`config.mk`:
```
export PLATFORM = sky130hd
export DESIGN_NAME = uart_tx_out_flat
export DESIGN_NICKNAME = d
export VERILOG_FILES = /design/src/rtl/uart_tx_out_if.sv /design/src/rtl/uart_tx_out.sv /design/src/flat_wrapper.sv
export SDC_FILE = /design/constraint.sdc
export NUM_CORES = 1
export LEC_CHECK = 0
export CORE_MARGIN = 3
export CORE_UTILIZATION = 45
export CTS_CLUSTER_SIZE = 8
export DETAILED_ROUTE_END_ITERATION = 10
export GPL_TIMING_DRIVEN = 0
export HOLD_SLACK_MARGIN = 0.15
export PLACE_DENSITY = 0.76
export REMOVE_ABC_BUFFERS = 1
export SETUP_SLACK_MARGIN = 0.15
export SYNTH_ARGS = -nofsm -noshare
export SYNTH_HDL_FRONTEND = slang
export SYNTH_SLANG_ARGS = --single-unit
```
`constraint.sdc`:
```
create_clock -name clk -period 2.2 [get_ports clk]
set_clock_uncertainty 0.05 [all_clocks]
set_input_delay 0.55 -clock clk [delete_from_list [all_inputs] [get_ports clk]]
set_output_delay 0.55 -clock clk [all_outputs]
set_load 0.03 [all_outputs]
```
`src/rtl/uart_tx_out_if.sv`:
```
// rtl/uart_tx_out_if.sv - byte stream handshake into the UART transmitter
//
// Carries the payload word and its valid/ready handshake.
//   s_axis_tdata   DATA_WIDTH  word to send (source -> transmitter)
//   s_axis_tvalid  1           tdata valid  (source -> transmitter)
//   s_axis_tready  1           transmitter can accept a word (transmitter -> source)
// Modports: master = the byte source, slave = the transmitter.
interface uart_tx_out_if #(
    parameter int DATA_WIDTH = 8
);
    logic [DATA_WIDTH-1:0] s_axis_tdata;
    logic                  s_axis_tvalid;
    logic                  s_axis_tready;

    modport master (
        output s_axis_tdata,
        output s_axis_tvalid,
        input  s_axis_tready
    );

    modport slave (
        input  s_axis_tdata,
        input  s_axis_tvalid,
        output s_axis_tready
    );
endinterface

```
`src/rtl/uart_tx_out.sv`:
```
// rtl/uart_tx_out.sv - UART transmitter, start/data[/parity]/stop framing, LSB first
//
// Serialises words taken from a valid/ready stream. One start bit (0), DATA_WIDTH
// payload bits LSB first, an optional even-parity bit, one stop bit (1). Every bit
// lasts CLKS_PER_BIT clocks. All outputs come straight from flops so txd can drive
// the pad buffer with no logic in between.
//
// Ports:
//   clk     in   system clock
//   rst     in   synchronous reset, active-high
//   s_axis  slave modport of uart_tx_out_if (tdata/tvalid in, tready out)
//   txd     out  serial line, idles high, registered
//   busy    out  high while a frame is on the line, registered
//
// Build option: define UART_TX_PARITY_EN to insert an even-parity bit between
// the last data bit and the stop bit.
module uart_tx_out #(
    parameter int DATA_WIDTH   = 8,
    parameter int CLKS_PER_BIT = 868
) (
    input  logic         clk,
    input  logic         rst,
    uart_tx_out_if.slave s_axis,
    output logic         txd,
    output logic         busy
);

    localparam int PW = (CLKS_PER_BIT > 1) ? $clog2(CLKS_PER_BIT) : 1;
    localparam int BW = (DATA_WIDTH > 1) ? $clog2(DATA_WIDTH) : 1;
    localparam logic [PW-1:0] PRE_LAST = PW'(CLKS_PER_BIT - 1);
    localparam logic [BW-1:0] BIT_LAST = BW'(DATA_WIDTH - 1);

    generate
        if (CLKS_PER_BIT < 2) begin : g_bad_clks_per_bit
            $error("uart_tx_out: CLKS_PER_BIT must be at least 2");
        end
        if (DATA_WIDTH < 5 || DATA_WIDTH > 9) begin : g_bad_data_width
            $error("uart_tx_out: DATA_WIDTH must be in 5..9");
        end
    endgenerate

`ifdef UART_TX_PARITY_EN
    typedef enum logic [2:0] {
        S_IDLE   = 3'd0,
        S_START  = 3'd1,
        S_DATA   = 3'd2,
        S_PARITY = 3'd3,
        S_STOP   = 3'd4
    } state_t;
`else
    typedef enum logic [1:0] {
        S_IDLE  = 2'd0,
        S_START = 2'd1,
        S_DATA  = 2'd2,
        S_STOP  = 2'd3
    } state_t;
`endif

    state_t                state_q, state_d;
    logic [PW-1:0]         pre_cnt_q, pre_cnt_d;
    logic [BW-1:0]         bit_cnt_q, bit_cnt_d;
    logic [DATA_WIDTH-1:0] shreg_q, shreg_d;
    logic                  txd_q, txd_d;
    logic                  tready_q, tready_d;
    logic                  busy_q, busy_d;
`ifdef UART_TX_PARITY_EN
    logic                  parity_q, parity_d;
`endif

    logic bit_done;
    logic accept;

    // Last clock of the current bit time.
    assign bit_done = (pre_cnt_q == PRE_LAST);
    // Handshake uses the registered tready, so tdata/tvalid are ignored while busy.
    assign accept   = tready_q && s_axis.s_axis_tvalid;

    // State register
    always_ff @(posedge clk) begin
        if (rst) begin
            state_q   <= S_IDLE;
            pre_cnt_q <= '0;
            bit_cnt_q <= '0;
            shreg_q   <= '0;
            txd_q     <= 1'b1;
            tready_q  <= 1'b0;
            busy_q    <= 1'b0;
`ifdef UART_TX_PARITY_EN
            parity_q  <= 1'b0;
`endif
        end else begin
            state_q   <= state_d;
            pre_cnt_q <= pre_cnt_d;
            bit_cnt_q <= bit_cnt_d;
            shreg_q   <= shreg_d;
            txd_q     <= txd_d;
            tready_q  <= tready_d;
            busy_q    <= busy_d;
`ifdef UART_TX_PARITY_EN
            parity_q  <= parity_d;
`endif
        end
    end

    // Next-state logic
    always_comb begin
        state_d   = state_q;
        pre_cnt_d = pre_cnt_q;
        bit_cnt_d = bit_cnt_q;
        shreg_d   = shreg_q;
`ifdef UART_TX_PARITY_EN
        parity_d  = parity_q;
`endif

        // Prescaler idles at 0 and reloads at every bit boundary.
        if (state_q != S_IDLE) begin
            pre_cnt_d = bit_done ? '0 : pre_cnt_q + 1'b1;
        end

        case (state_q)
            S_IDLE: begin
                if (accept) begin
                    state_d   = S_START;
                    shreg_d   = s_axis.s_axis_tdata;
                    bit_cnt_d = '0;
`ifdef UART_TX_PARITY_EN
                    parity_d  = ^s_axis.s_axis_tdata;
`endif
                end
            end
            S_START: begin
                if (bit_done) begin
                    state_d = S_DATA;
                end
            end
            S_DATA: begin
                if (bit_done) begin
                    shreg_d = shreg_q >> 1;
                    if (bit_cnt_q == BIT_LAST) begin
                        bit_cnt_d = '0;
`ifdef UART_TX_PARITY_EN
                        state_d   = S_PARITY;
`else
                        state_d   = S_STOP;
`endif
                    end else begin
                        bit_cnt_d = bit_cnt_q + 1'b1;
                    end
                end
            end
`ifdef UART_TX_PARITY_EN
            S_PARITY: begin
                if (bit_done) begin
                    state_d = S_STOP;
                end
            end
`endif
            S_STOP: begin
                if (bit_done) begin
                    state_d = S_IDLE;
                end
            end
            default: begin
                state_d = S_IDLE;
            end
        endcase
    end

    // Output logic: decoded from the next state so the flops present the
    // new line level in the same cycle the state register moves.
    always_comb begin
        txd_d    = 1'b1;
        tready_d = 1'b0;
        busy_d   = 1'b1;
        case (state_d)
            S_IDLE: begin
                tready_d = 1'b1;
                busy_d   = 1'b0;
            end
            S_START: begin
                txd_d = 1'b0;
            end
            S_DATA: begin
                txd_d = shreg_d[0];
            end
`ifdef UART_TX_PARITY_EN
            S_PARITY: begin
                txd_d = parity_d;
            end
`endif
            S_STOP: begin
                txd_d = 1'b1;
            end
            default: begin
                txd_d = 1'b1;
            end
        endcase
    end

    assign txd                  = txd_q;
    assign busy                 = busy_q;
    assign s_axis.s_axis_tready = tready_q;

endmodule

```
`src/flat_wrapper.sv`:
```
// flat-port wrapper written by rule: the top's interface ports become plain ports
module uart_tx_out_flat 
#(
    parameter int DATA_WIDTH   = 8,
    parameter int CLKS_PER_BIT = 868
)
  (clk, rst, txd, busy, s_axis_s_axis_tdata, s_axis_s_axis_tvalid, s_axis_s_axis_tready);
  uart_tx_out_if #(.DATA_WIDTH(DATA_WIDTH)) s_axis_i ();
  input  logic clk;
  input  logic rst;
  output logic txd;
  output logic busy;
  input wire logic [$bits(s_axis_i.s_axis_tdata)-1:0] s_axis_s_axis_tdata;
  input wire logic [$bits(s_axis_i.s_axis_tvalid)-1:0] s_axis_s_axis_tvalid;
  output wire logic [$bits(s_axis_i.s_axis_tready)-1:0] s_axis_s_axis_tready;
  assign s_axis_i.s_axis_tdata = s_axis_s_axis_tdata;
  assign s_axis_i.s_axis_tvalid = s_axis_s_axis_tvalid;
  assign s_axis_s_axis_tready = s_axis_i.s_axis_tready;
  uart_tx_out #(.DATA_WIDTH(DATA_WIDTH), .CLKS_PER_BIT(CLKS_PER_BIT)) u_core (.clk(clk), .rst(rst), .s_axis(s_axis_i), .txd(txd), .busy(busy));
endmodule
```
# Yosys cells after proc, flatten, opt, wreduce, memory -nomap -nowiden
# Index checks and enable logic that the tools add are counted.
# totals
ff_bits	26
elab_cells	42
in_bits	11
out_inout_bits	3
# op_classes
reduce_logical	6
mux	17
eq_ne	9
add_sub_neg	2
# ops
op	count
8-bit 2-to-1 mux	2
8-bit case mux with 2 select lines	1
10-bit by 1-bit adder with 10-bit output (second input constant)	1
10-bit == test (second input constant)	1
10-bit 2-to-1 mux	1
2-bit 2-to-1 mux	5
3-bit 2-to-1 mux	3
2-bit case mux with 4 select lines	1
2-bit == test (second input constant)	3
3-bit case mux with 2 select lines	1
2-bit by 1-bit == test with 1-bit output (second input constant)	2
2-bit zero test	2
2-bit by 1-bit != test with 1-bit output (second input constant)	2
2-bit nonzero test	2
3-bit by 1-bit adder with 3-bit output (second input constant)	1
3-bit == test (second input constant)	1
3-bit AND reduction	1
1-bit 2-to-1 mux	2
1-bit case mux with 2 select lines	1
1-bit logical AND	1

# Longest topological paths before layout
# Gate-level depths: netlist of run 1.
# logic_depth
ltp_word	6
mapped_depth	8
mapped_depth_nobuf	6

# Worst setup path after synthesis of run 1
# No wires, ideal clock.
# synth_path
path_kind	register to register
startpoint	register u_core.pre_cnt_q[0]
endpoint	register u_core.bit_cnt_q[0]
slack_ps	417
path_buffers	1
t_required_ps	2080
setup_time_ps	70
stages_incl_launch_ff	8
t_arrival_ps	1663
period_less_slack_ps	1783
path_cell_list	dfxtp_1 > ha_1 > and4b_1 > and4_1 > buf_6 > nor2_2 > or4b_1 > a21oi_1
# synth_via
elab_chain_len	3
# synth_rtl
element	line_no	rtl
start, declared	uart_tx_out.sv:60	logic [PW-1:0] pre_cnt_q, pre_cnt_d;
start signal, assigned	uart_tx_out.sv:93	pre_cnt_q <= pre_cnt_d;
10-bit == test	uart_tx_out.sv:74	assign bit_done = (pre_cnt_q == PRE_LAST);
2-bit by 1-bit != test with 1-bit output (no source line)	--	
3-bit AND reduction (no source line)	--	
end signal, assigned	uart_tx_out.sv:94	bit_cnt_q <= bit_cnt_d;
end, declared	uart_tx_out.sv:61	logic [BW-1:0] bit_cnt_q, bit_cnt_d;
# No other way between the ends.
# A chain may end at the register's enable or synchronous reset.

# Worst setup path in the final report of run 1
# layout_path
startpoint	register u_core.tready_q (netlist: u_core.s_axis.s_axis_tready)
endpoint	output port s_axis_s_axis_tready
# layout_lines
element	line_no	rtl
start, declared	uart_tx_out.sv:64	logic tready_q, tready_d;
start signal, assigned	uart_tx_out.sv:97	tready_q <= tready_d;
end, declared	flat_wrapper.sv:15	output wire logic [$bits(s_axis_i.s_axis_tready)-1:0] s_axis_s_axis_tready;
# No word-level cell between the ends.

==> results of run 1 <==
==> metrics by stage <==
step | hold slack (ps) | instances | setup slack, ps | util, % | instance area, um2
after floorplan | 380 | 121 | 277 | - | 1100
after global placement | 391 | 162 | -154 | 55.1 | 1270
after detailed placement | 398 | 162 | -176 | 55.1 | 1270
after CTS | 416 | 166 | 165 | 56.8 | 1310
after global routing | 432 | 167 | 152 | 57.5 | 1320
final | 416 | 167 | 209 | 57.5 | 1320
==> power by group through the flow <==
stage / clock (mW) / sequential, mW / combinational (mW)
after floorplan: 0 / 0.515 / 0.0415
after CTS: 0.242 / 0.498 / 0.0932
after global routing: 0.264 / 0.500 / 0.104
after detailed placement: 0 / 0.508 / 0.0926
after global placement: 0 / 0.507 / 0.0896
final: 0.236 / 0.498 / 0.0947
==> path summary, 6_finish.rpt <==
kind | from | slack, ps | depth (start not counted) | endpoint
worst max-delay path | u_core.s_axis.s_axis_tready | 210 | 1 | s_axis_s_axis_tready
worst min-delay path | u_core.shreg_q[4] | 420 | 2 | u_core.shreg_q[4]
worst max register to register | u_core.pre_cnt_q[0] | 260 | 6 | u_core.bit_cnt_q[0]
worst min register to register | u_core.shreg_q[4] | 420 | 2 | u_core.shreg_q[4]
==> cell usage after synthesis (2+ instances only) <==
cell type	count	share of area [%]
a21oi_1	13	5.8
o211ai_1	2	1.3
nand2_1	17	5.7
nor2_1	15	5.0
nand3_1	2	0.89
ha_1	3	3.3
dfxtp_1	26	46
and3_1	7	3.9
xor2_1	6	4.7
nor2b_1	2	1.1
clkbuf_1	2	0.67
and4_1	2	1.6
a22oi_1	7	4.7
xnor2_1	4	3.1
==> kinds of logic (layout without fill, tap and decap cells) <==
kind of cell / after synthesis / in the layout
buffers and inverters: 6 / 19
flip-flops: 26 / 26
adder cells (fa/ha/maj): 3 / 3
AO/OA/AOI/OAI: 26 / 26
multiplexers: 1 / 1
XOR/XNOR: 10 / 10
AND/OR/NAND/NOR: 54 / 54
==> final cells by class <==
class | instances | share of cell area (%)
Timing Repair Buffer | 14 | 10.4
Clock buffer | 4 | 2.75
Inverter | 1 | 0.284
Multi-Input combinational cell | 94 | 44.5
Tap cell | 28 | 2.65
Sequential cell | 26 | 39.4
==> layer usage <==
metal  part of all wire [%]  global-route usage, %
met1                     47                   18.1
met5                      0                      0
met2                     49                   25.5
met4                   0.73                   4.07
met3                    3.0                   2.78
==> sequential cells by signal, indices dropped and copies added, names as in the netlist <==
signal,cells
u_core.bit_cnt_q,3
u_core.txd,1
u_core.pre_cnt_q,10
u_core.busy,1
u_core.state_q,2
u_core.shreg_q,8
u_core.s_axis.s_axis_tready,1
==> what timing repair did <==
item | 4_1_cts | 5_1_grt
gates resized for setup | 2 | 2
pin swaps | 0 | 1
setup buffers | 0 | 1
setup endpoints to repair | 1 | 3
==> impl_metrics.env, run 1 <==
export IMPL_outcome="finished, final reports clean"
export IMPL_syn_inst=126
export IMPL_crit_required_ps=1600
export IMPL_core_mm2=0.00230
export IMPL_cp_data_arrival_time_ps=1390
export IMPL_synth_compound_area_share_pct=13.9
export IMPL_syn_to_final_growth_pct=17.0
export IMPL_max_vdd_ir_drop_uv=492
export IMPL_p_int_mw=0.634
export IMPL_placementRows=17
export IMPL_drc=0
export IMPL_crit_chain="clkdlybuf4s50_1"
export IMPL_cp_num_buf_inv=1
export IMPL_cts_tree="built"
export IMPL_cap_violations=0
export IMPL_drtIter0Drc=20
export IMPL_final_cell_mix="dfxtp_1, nand2_1, nor2_1"
export IMPL_endpoint_kind="output pin"
export IMPL_synth_top_family_by_area="simple AND/OR/NAND/NOR gates"
export IMPL_track_usage_pct=14.6
export IMPL_cts_hold_buf=0
export IMPL_syn_area_mm2=0.00113
export IMPL_clk_pin_slew_worst_paths_ps=130
export IMPL_p_leak_nw=0.509
export IMPL_synth_edf_count=0
export IMPL_vias=935
export IMPL_tns_ps=0
export IMPL_hpwlAfterDp_mm=1.61
export IMPL_start_util_pct=49.1
export IMPL_fill_cells=211
export IMPL_maxSlewViolCount=0
export IMPL_first_pass_iters=4
export IMPL_dieWidth_um=56.1
export IMPL_yosys_area_share_xor_xnor_pct=7.76
export IMPL_layout_drive_gt1_share_pct=8.63
export IMPL_synth_simple_area_share_pct=25.2
export IMPL_cts_buffers=3
export IMPL_grt_overflow_total=0
export IMPL_ant_nets=0
export IMPL_critical_path_slowest_cell="clkdlybuf4s50_1"
export IMPL_grt_pass1_vias=888
export IMPL_synth_cell_types=32
export IMPL_pwr_share_clk_pct=28.5
export IMPL_swShare_pct=23.5
export IMPL_grt_pass1_wl_mm=3.77
export IMPL_n_antenna_cell=0
export IMPL_finalWirelength_mm=2.19
export IMPL_nNetsFinal=154
export IMPL_cp_start_kind="flip-flop"
export IMPL_routed_via_density=5.60
export IMPL_seq_area_um2=520
export IMPL_synthArstFlopShare_pct=0
export IMPL_grt_max_degree=17
export IMPL_fin_crit_sh_pct=90.5
export IMPL_worst_pin_slew_ps=560
export IMPL_clock_latency_ps=310
export IMPL_critPathKind="flip-flop to output pin"
export IMPL_power_frac_comb_pct=11.4
export IMPL_mostFrequentLayoutCell="dfxtp_1"
export IMPL_setup_viol_count_final=0
export IMPL_synthMuxAreaShare_pct=0.998
export IMPL_cts_sinks=26
export IMPL_die_area_mm2=0.00314
export IMPL_cp_top_family="buffers and inverters"
export IMPL_syn_avg_cell_area_um2=8.96
export IMPL_gp_congestion=0.772
export IMPL_antenna_found_initial=0
export IMPL_hold_viol=0
export IMPL_rsz0062_at_grt="false"
export IMPL_die_h_um=56.1
export IMPL_slew_headroom_pct=62.6
export IMPL_multi_input_area_um2=587
export IMPL_max_stage_delay_ps=690
export IMPL_min_period_ps=1990
export IMPL_fin_total_pwr_mw=0.829
export IMPL_power_switching_mw=0.195
export IMPL_synth_fa_ha_area_share_pct=3.33
export IMPL_wl_per_cell_um=13.1
export IMPL_ys_ff_latch=26
export IMPL_hold_class="flip-flop to flip-flop"
export IMPL_cts_max_path_buffers=2
export IMPL_io_buffers=13
export IMPL_pwr_share_seq_pct=60.1
export IMPL_ios=14
export IMPL_seq_area_frac_synth_pct=46.1
export IMPL_powerDensity_mw_per_mm2=628
export IMPL_htreeDepth=1
export IMPL_ys_warnings_count=0
export IMPL_dominantRegCellSynth="dfxtp_1"
export IMPL_crit_fanout=3
export IMPL_cts_root_buffer="clkbuf_4"
export IMPL_clock_fmax_ghz=0.502
(Power assumes the default switching activity.)
==> run 2: changes to the inputs <==
--- a/config.mk
+++ b/config.mk
@@ -5,13 +5,14 @@
 export SDC_FILE = /design/constraint.sdc
 export NUM_CORES = 1
 export LEC_CHECK = 0
+export CAP_MARGIN = 20
 export CORE_MARGIN = 3
 export CORE_UTILIZATION = 45
-export CTS_CLUSTER_SIZE = 8
+export CTS_CLUSTER_SIZE = 10
 export DETAILED_ROUTE_END_ITERATION = 10
 export GPL_TIMING_DRIVEN = 0
 export HOLD_SLACK_MARGIN = 0.15
-export PLACE_DENSITY = 0.76
+export PLACE_DENSITY = 0.78
 export REMOVE_ABC_BUFFERS = 1
 export SETUP_SLACK_MARGIN = 0.15
 export SYNTH_ARGS = -nofsm -noshare
==> constraint.sdc (replaced) <==
create_clock -name clk -period 1.6 [get_ports clk]
set_clock_uncertainty 0.05 [all_clocks]
set_input_delay 0.4 -clock clk [delete_from_list [all_inputs] [get_ports clk]]
set_output_delay 0.4 -clock clk [all_outputs]
set_load 0.03 [all_outputs]
==> run 2 against run 1 <==
Compared with the run above:
- the flow now finishes with violations (setup timing)
- clock-buffer cell count is the same
- register-to-register slack lost 480 ps
- global-route usage grew 4.2 points
==> impl_metrics.env, run 2 (synthesized netlist as in run 1, its figures left out) <==
export IMPL_crit_fanout=2
export IMPL_antenna_found_initial=0
export IMPL_placementRows=17
export IMPL_grt_overflow_total=0
export IMPL_regMostFlops="u_core.pre_cnt_q"
export IMPL_cp_num_buf_inv=0
export IMPL_maxSlewViolCount=0
export IMPL_die_h_um=56.1
export IMPL_hold_viol=0
export IMPL_final_cell_mix="dfxtp_1, nor2_1, a21oi_1"
export IMPL_dpl_cell_area_mm2=0.00127
export IMPL_io_buffers=13
export IMPL_dieWidth_um=56.1
export IMPL_max_vdd_ir_drop_uv=607
export IMPL_seq_area_um2=524
export IMPL_fin_crit_sh_pct=114
export IMPL_cts_buffers=3
export IMPL_wl_per_cell_um=17.1
export IMPL_htreeDepth=1
export IMPL_wl_met2_mm=1.64
export IMPL_grt_pass1_wl_mm=4.72
export IMPL_core_mm2=0.00230
export IMPL_min_from="u_core.bit_cnt_q[1]"
export IMPL_slew_headroom_pct=58.2
export IMPL_cts_root_buffer="clkbuf_4"
export IMPL_cts_max_path_buffers=2
export IMPL_cp_top_family="simple AND/OR/NAND/NOR gates"
export IMPL_grt_max_degree=17
export IMPL_fin_cells=183
export IMPL_rsz0062_at_grt="true"
export IMPL_track_usage_pct=18.8
export IMPL_mostFrequentLayoutCell="dfxtp_1"
export IMPL_wl_met1_mm=1.27
export IMPL_fill_cells=153
export IMPL_violations="setup timing"
export IMPL_critPathKind="flip-flop to flip-flop"
export IMPL_nNetsFinal=170
export IMPL_worst_pin_slew_ps=627
export IMPL_topRoutingLayerUsed="met4"
export IMPL_cp_data_arrival_time_ps=2030
export IMPL_die_area_mm2=0.00314
export IMPL_ios=14
export IMPL_finalWirelength_mm=3.13
export IMPL_routed_via_density=5.91
export IMPL_crit_required_ps=1810
export IMPL_powerDensity_mw_per_mm2=761
export IMPL_crit_start="u_core.pre_cnt_q[0]"
export IMPL_ant_nets=0
export IMPL_critical_path_slowest_cell="or4b_1"
export IMPL_first_pass_iters=5
export IMPL_max_stage_delay_ps=480
export IMPL_multi_input_area_um2=711
export IMPL_cp_start_kind="flip-flop"
export IMPL_hold_class="flip-flop to flip-flop"
export IMPL_drc=0
export IMPL_wl_met3_um=118
export IMPL_placed_cells=162
export IMPL_finalWorstSetupSlack_ps=-222
export IMPL_largest_reg_flops=10
export IMPL_cap_violations=0
export IMPL_drtIter0Drc=40
export IMPL_hpwlAfterDp_mm=1.53
export IMPL_n_antenna_cell=0
export IMPL_grt_pass1_vias=1043
export IMPL_syn_to_final_growth_pct=40.4
export IMPL_clk_pin_slew_worst_paths_ps=130
export IMPL_crit_chain="ha_4 -> and4b_2 -> and4_4 -> nor2_4 -> or4b_1 -> a21oi_1"
export IMPL_fin_total_pwr_mw=1.21
export IMPL_cts_sinks=26
export IMPL_gp_congestion=0.777
export IMPL_post_route_util_pct=69.0
export IMPL_stdcell_area_mm2=0.00158
export IMPL_vias=1082
export IMPL_min_period_ps=1820
export IMPL_cts_tree="built"
export IMPL_outcome="complete, but fails checks"
export IMPL_setup_viol_count_final=26
export IMPL_clock_fmax_ghz=0.549
export IMPL_clock_latency_ps=320
export IMPL_p_leak_nw=0.609
export IMPL_r2r_start="u_core.pre_cnt_q[0]"
export IMPL_layout_drive_gt1_share_pct=36.8
export IMPL_largestRegisters="u_core.pre_cnt_q x10, u_core.shreg_q x8, u_core.bit_cnt_q x3"
export IMPL_start_util_pct=49.1
export IMPL_endpoint_kind="flip-flop"
-- run 2: tightest hold or removal path: cells and delay by family (launching register included) --
kind / cells / cell delay, ps
AO/OA/AOI/OAI: 1 / 50
flip-flops: 1 / 340
AND/OR/NAND/NOR: 1 / 50
-- run 2: per-stage QoR --
step	TNS (ps)	worst slack (ps)	hold slack [ps]
2_1_floorplan	-364	-323	380
3_5_place_dp	-9510	-605	404
4_1_cts	-326	-118	422
5_1_grt	-3220	-276	453
3_3_place_gp	-9200	-591	392
6_report	-1860	-222	426
-- run 2: path summary, 6_finish.rpt --
check / end / slack, ps / depth (start not counted)
max: u_core.bit_cnt_q[0] / -220 / 6
min: u_core.bit_cnt_q[1] / 430 / 2
max reg2reg: u_core.bit_cnt_q[0] / -220 / 6
min reg2reg: u_core.bit_cnt_q[1] / 430 / 2
-- run 2: power breakdown --
part           leakage, nW  internal [mW]  switching (mW)  total [mW]
Clock               0.0210          0.139           0.190       0.329
Combinational        0.375         0.0942          0.0915       0.186
Sequential           0.212          0.671          0.0200       0.691
-- run 2: what timing repair did --
| action | 4_1_cts | 5_1_grt |
|---|---|---|
| gates resized for setup | 36 | 23 |
| cloned | 1 | 0 |
| pin swaps | 16 | 6 |
| setup buffers | 11 | 5 |
| setup endpoints to repair | 29 | 27 |
| hold buffers | 0 | 0 |
-- run 2: area by class of cell --
| class | count | share of cell area, % |
|---|---|---|
| flip-flops and latches | 26 | 33.1 |
| inverters | 1 | 0.237 |
| well taps | 28 | 2.21 |
| multi-input cells | 94 | 44.9 |
| clock buffers | 4 | 2.29 |
| repair buffers | 30 | 17.3 |
-- run 2: routing by layer --
metal,GRT usage [%],up-vias
li1,-,504
met2,32.9,39
met1,21.1,527
met5,0,-
met4,10.2,0
met3,3.71,12
==> run 3: changes to the inputs <==
--- a/config.mk
+++ b/config.mk
@@ -6,7 +6,6 @@
 export NUM_CORES = 1
 export LEC_CHECK = 0
 export CAP_MARGIN = 20
-export CORE_MARGIN = 3
 export CORE_UTILIZATION = 45
 export CTS_CLUSTER_SIZE = 10
 export DETAILED_ROUTE_END_ITERATION = 10
==> run 3 against run 2 <==
Compared with the run above:
- the flow still finishes with violations (setup timing)
- flip-flop and latch count unchanged
- fmax rose by 3.2%
- non-clock buffer count decreased by 3
- core utilization down 1.9 points
- clock power is essentially flat
==> impl_metrics.env, run 3 (synthesized netlist as in run 1, its figures left out) <==
export IMPL_critical_path_slowest_cell="or4b_1"
export IMPL_min_from="u_core.shreg_q[6]"
export IMPL_max_vdd_ir_drop_uv=639
export IMPL_max_stage_delay_ps=460
export IMPL_fin_total_pwr_mw=1.20
export IMPL_fill_cells=161
export IMPL_hpwlAfterDp_mm=1.49
export IMPL_slew_headroom_pct=61.1
export IMPL_whs_path_depth=2
export IMPL_rrSetupSlack_ps=-170
export IMPL_grt_max_degree=17
export IMPL_drc=0
export IMPL_largestRegisters="u_core.pre_cnt_q x10, u_core.shreg_q x8, u_core.bit_cnt_q x3"
export IMPL_cts_sinks=26
export IMPL_setup_viol_count_final=15
export IMPL_crit_chain="ha_4 -> and4b_1 -> and4_4 -> nor2_4 -> or4b_1 -> a21oi_1"
export IMPL_r2r_cells=6
export IMPL_htreeDepth=1
export IMPL_maxSlewViolCount=0
export IMPL_placed_cells=162
export IMPL_cts_hold_buf=0
export IMPL_clock_fmax_ghz=0.566
export IMPL_grt_pass1_wl_mm=4.57
export IMPL_fin_hold_ws_ps=428
export IMPL_critPathKind="flip-flop to flip-flop"
export IMPL_die_area_mm2=0.00271
export IMPL_gp_congestion=0.761
export IMPL_track_usage_pct=22.9
export IMPL_r2r_start="u_core.pre_cnt_q[0]"
export IMPL_grt_overflow_total=0
export IMPL_final_cell_mix="dfxtp_1, nor2_1, a21oi_1"
export IMPL_largest_reg_flops=10
export IMPL_outcome="complete, but fails checks"
export IMPL_rsz0062_at_grt="true"
export IMPL_p_leak_nw=0.610
export IMPL_cp_start_kind="flip-flop"
export IMPL_finalWirelength_mm=2.83
export IMPL_vias=1038
export IMPL_cp_num_buf_inv=0
export IMPL_nNetsFinal=168
export IMPL_finalWorstSetupSlack_ps=-166
export IMPL_cts_buffers=3
export IMPL_hold_viol=0
export IMPL_crit_fanout=2
export IMPL_hold_end="u_core.shreg_q[6]"
export IMPL_endpoint_kind="flip-flop"
export IMPL_placementRows=17
export IMPL_r2r_end="u_core.bit_cnt_q[0]"
export IMPL_violations="setup timing"
export IMPL_grt_pass1_vias=1020
export IMPL_cp_top_family="simple AND/OR/NAND/NOR gates"
export IMPL_powerDensity_mw_per_mm2=781
export IMPL_antenna_found_initial=0
export IMPL_syn_to_final_growth_pct=36.5
export IMPL_mostFrequentLayoutCell="dfxtp_1"
export IMPL_drtIter0Drc=41
export IMPL_regMostFlops="u_core.pre_cnt_q"
export IMPL_cts_root_buffer="clkbuf_4"
export IMPL_layout_drive_gt1_share_pct=30.1
export IMPL_first_pass_iters=4
export IMPL_clock_latency_ps=320
export IMPL_n_antenna_cell=0
export IMPL_min_period_ps=1770
export IMPL_wl_per_cell_um=15.6
export IMPL_cp_data_arrival_time_ps=1970
export IMPL_core_mm2=0.00230
export IMPL_ios=14
export IMPL_start_util_pct=49.1
export IMPL_crit_required_ps=1800
export IMPL_fin_crit_sh_pct=110
export IMPL_ant_nets=0
export IMPL_worst_pin_slew_ps=582
export IMPL_cap_violations=0
export IMPL_die_h_um=52.1
export IMPL_routed_via_density=5.73
export IMPL_io_buffers=13
export IMPL_clk_pin_slew_worst_paths_ps=140
export IMPL_fin_cells=181
export IMPL_cts_max_path_buffers=2
export IMPL_dieWidth_um=52.1
export IMPL_post_route_util_pct=67.0
export IMPL_cts_tree="built"
export IMPL_hold_class="flip-flop to flip-flop"
## run 3: changes by cell type in the layout (fill, tap and decap cells not counted), sizes merged
cell and delta:
dlygate4sd2 -1, o21ai +1, dlymetal6s2s +1, buf -3
## run 3: repair_timing
item / in CTS / in global routing
setup endpoints to repair: 29 / 27
cloned: 1 / 1
gates resized for setup: 36 / 15
buffers inserted: 12 / 1
pin swaps: 10 / 7
## run 3: power by group
group	switching (mW)	internal [mW]
Combinational	0.0909	0.0926
Clock	0.192	0.139
Sequential	0.0179	0.670
## run 3: area by class of cell
| class | count | area (um2) | area share, % |
|---|---|---|---|
| timing repair buffer | 27 | 251 | 16.3 |
| multi-input combinational | 95 | 683 | 44.4 |
| tap | 28 | 35.0 | 2.27 |
| sequential | 26 | 531 | 34.4 |
| clock buffer | 4 | 36.3 | 2.36 |
| inverter | 1 | 3.75 | 0.244 |
## run 3: per-layer routing
layer / vias to the layer above / global-route usage, % / part of all wire (%) / routed length, um
met5: - / 0 / 0 / 0
met2: 30 / 39.1 / 52 / 1470
met4: 0 / 7.21 / 0.49 / 14
met1: 510 / 28.7 / 43 / 1210
met3: 2 / 4.09 / 4.6 / 130
li1: 496 / - / - / -
## run 3: worst register-to-register path: cells and delay by family (launching register included)
kind,cells,cell delay (ps)
and+or+nand+nor,4,1000
adders and majority gates,1,130
AOI/OAI and AO/OA,1,130
DFF,1,390
## run 3: worst max path at each step
stage                          from                  end  depth (start not counted)
6_report        u_core.pre_cnt_q[0]  u_core.bit_cnt_q[0]                          6
4_1_cts         u_core.pre_cnt_q[0]  u_core.bit_cnt_q[0]                          6
2_1_floorplan   u_core.pre_cnt_q[0]  u_core.bit_cnt_q[0]                          6
3_5_place_dp   s_axis_s_axis_tvalid  u_core.bit_cnt_q[0]                          5
5_1_grt         u_core.pre_cnt_q[0]  u_core.bit_cnt_q[0]                          6
3_3_place_gp   s_axis_s_axis_tvalid  u_core.bit_cnt_q[0]                          5
## run 3: through the flow
step | setup TNS (ps) | setup WS [ps] | area [um2]
final | -1700 | -166 | 1540
after global routing | -2710 | -228 | 1540
after CTS | -1030 | -142 | 1480
after detailed placement | -9750 | -615 | 1270
after global placement | -9020 | -582 | 1270
after floorplan | -364 | -323 | 1100
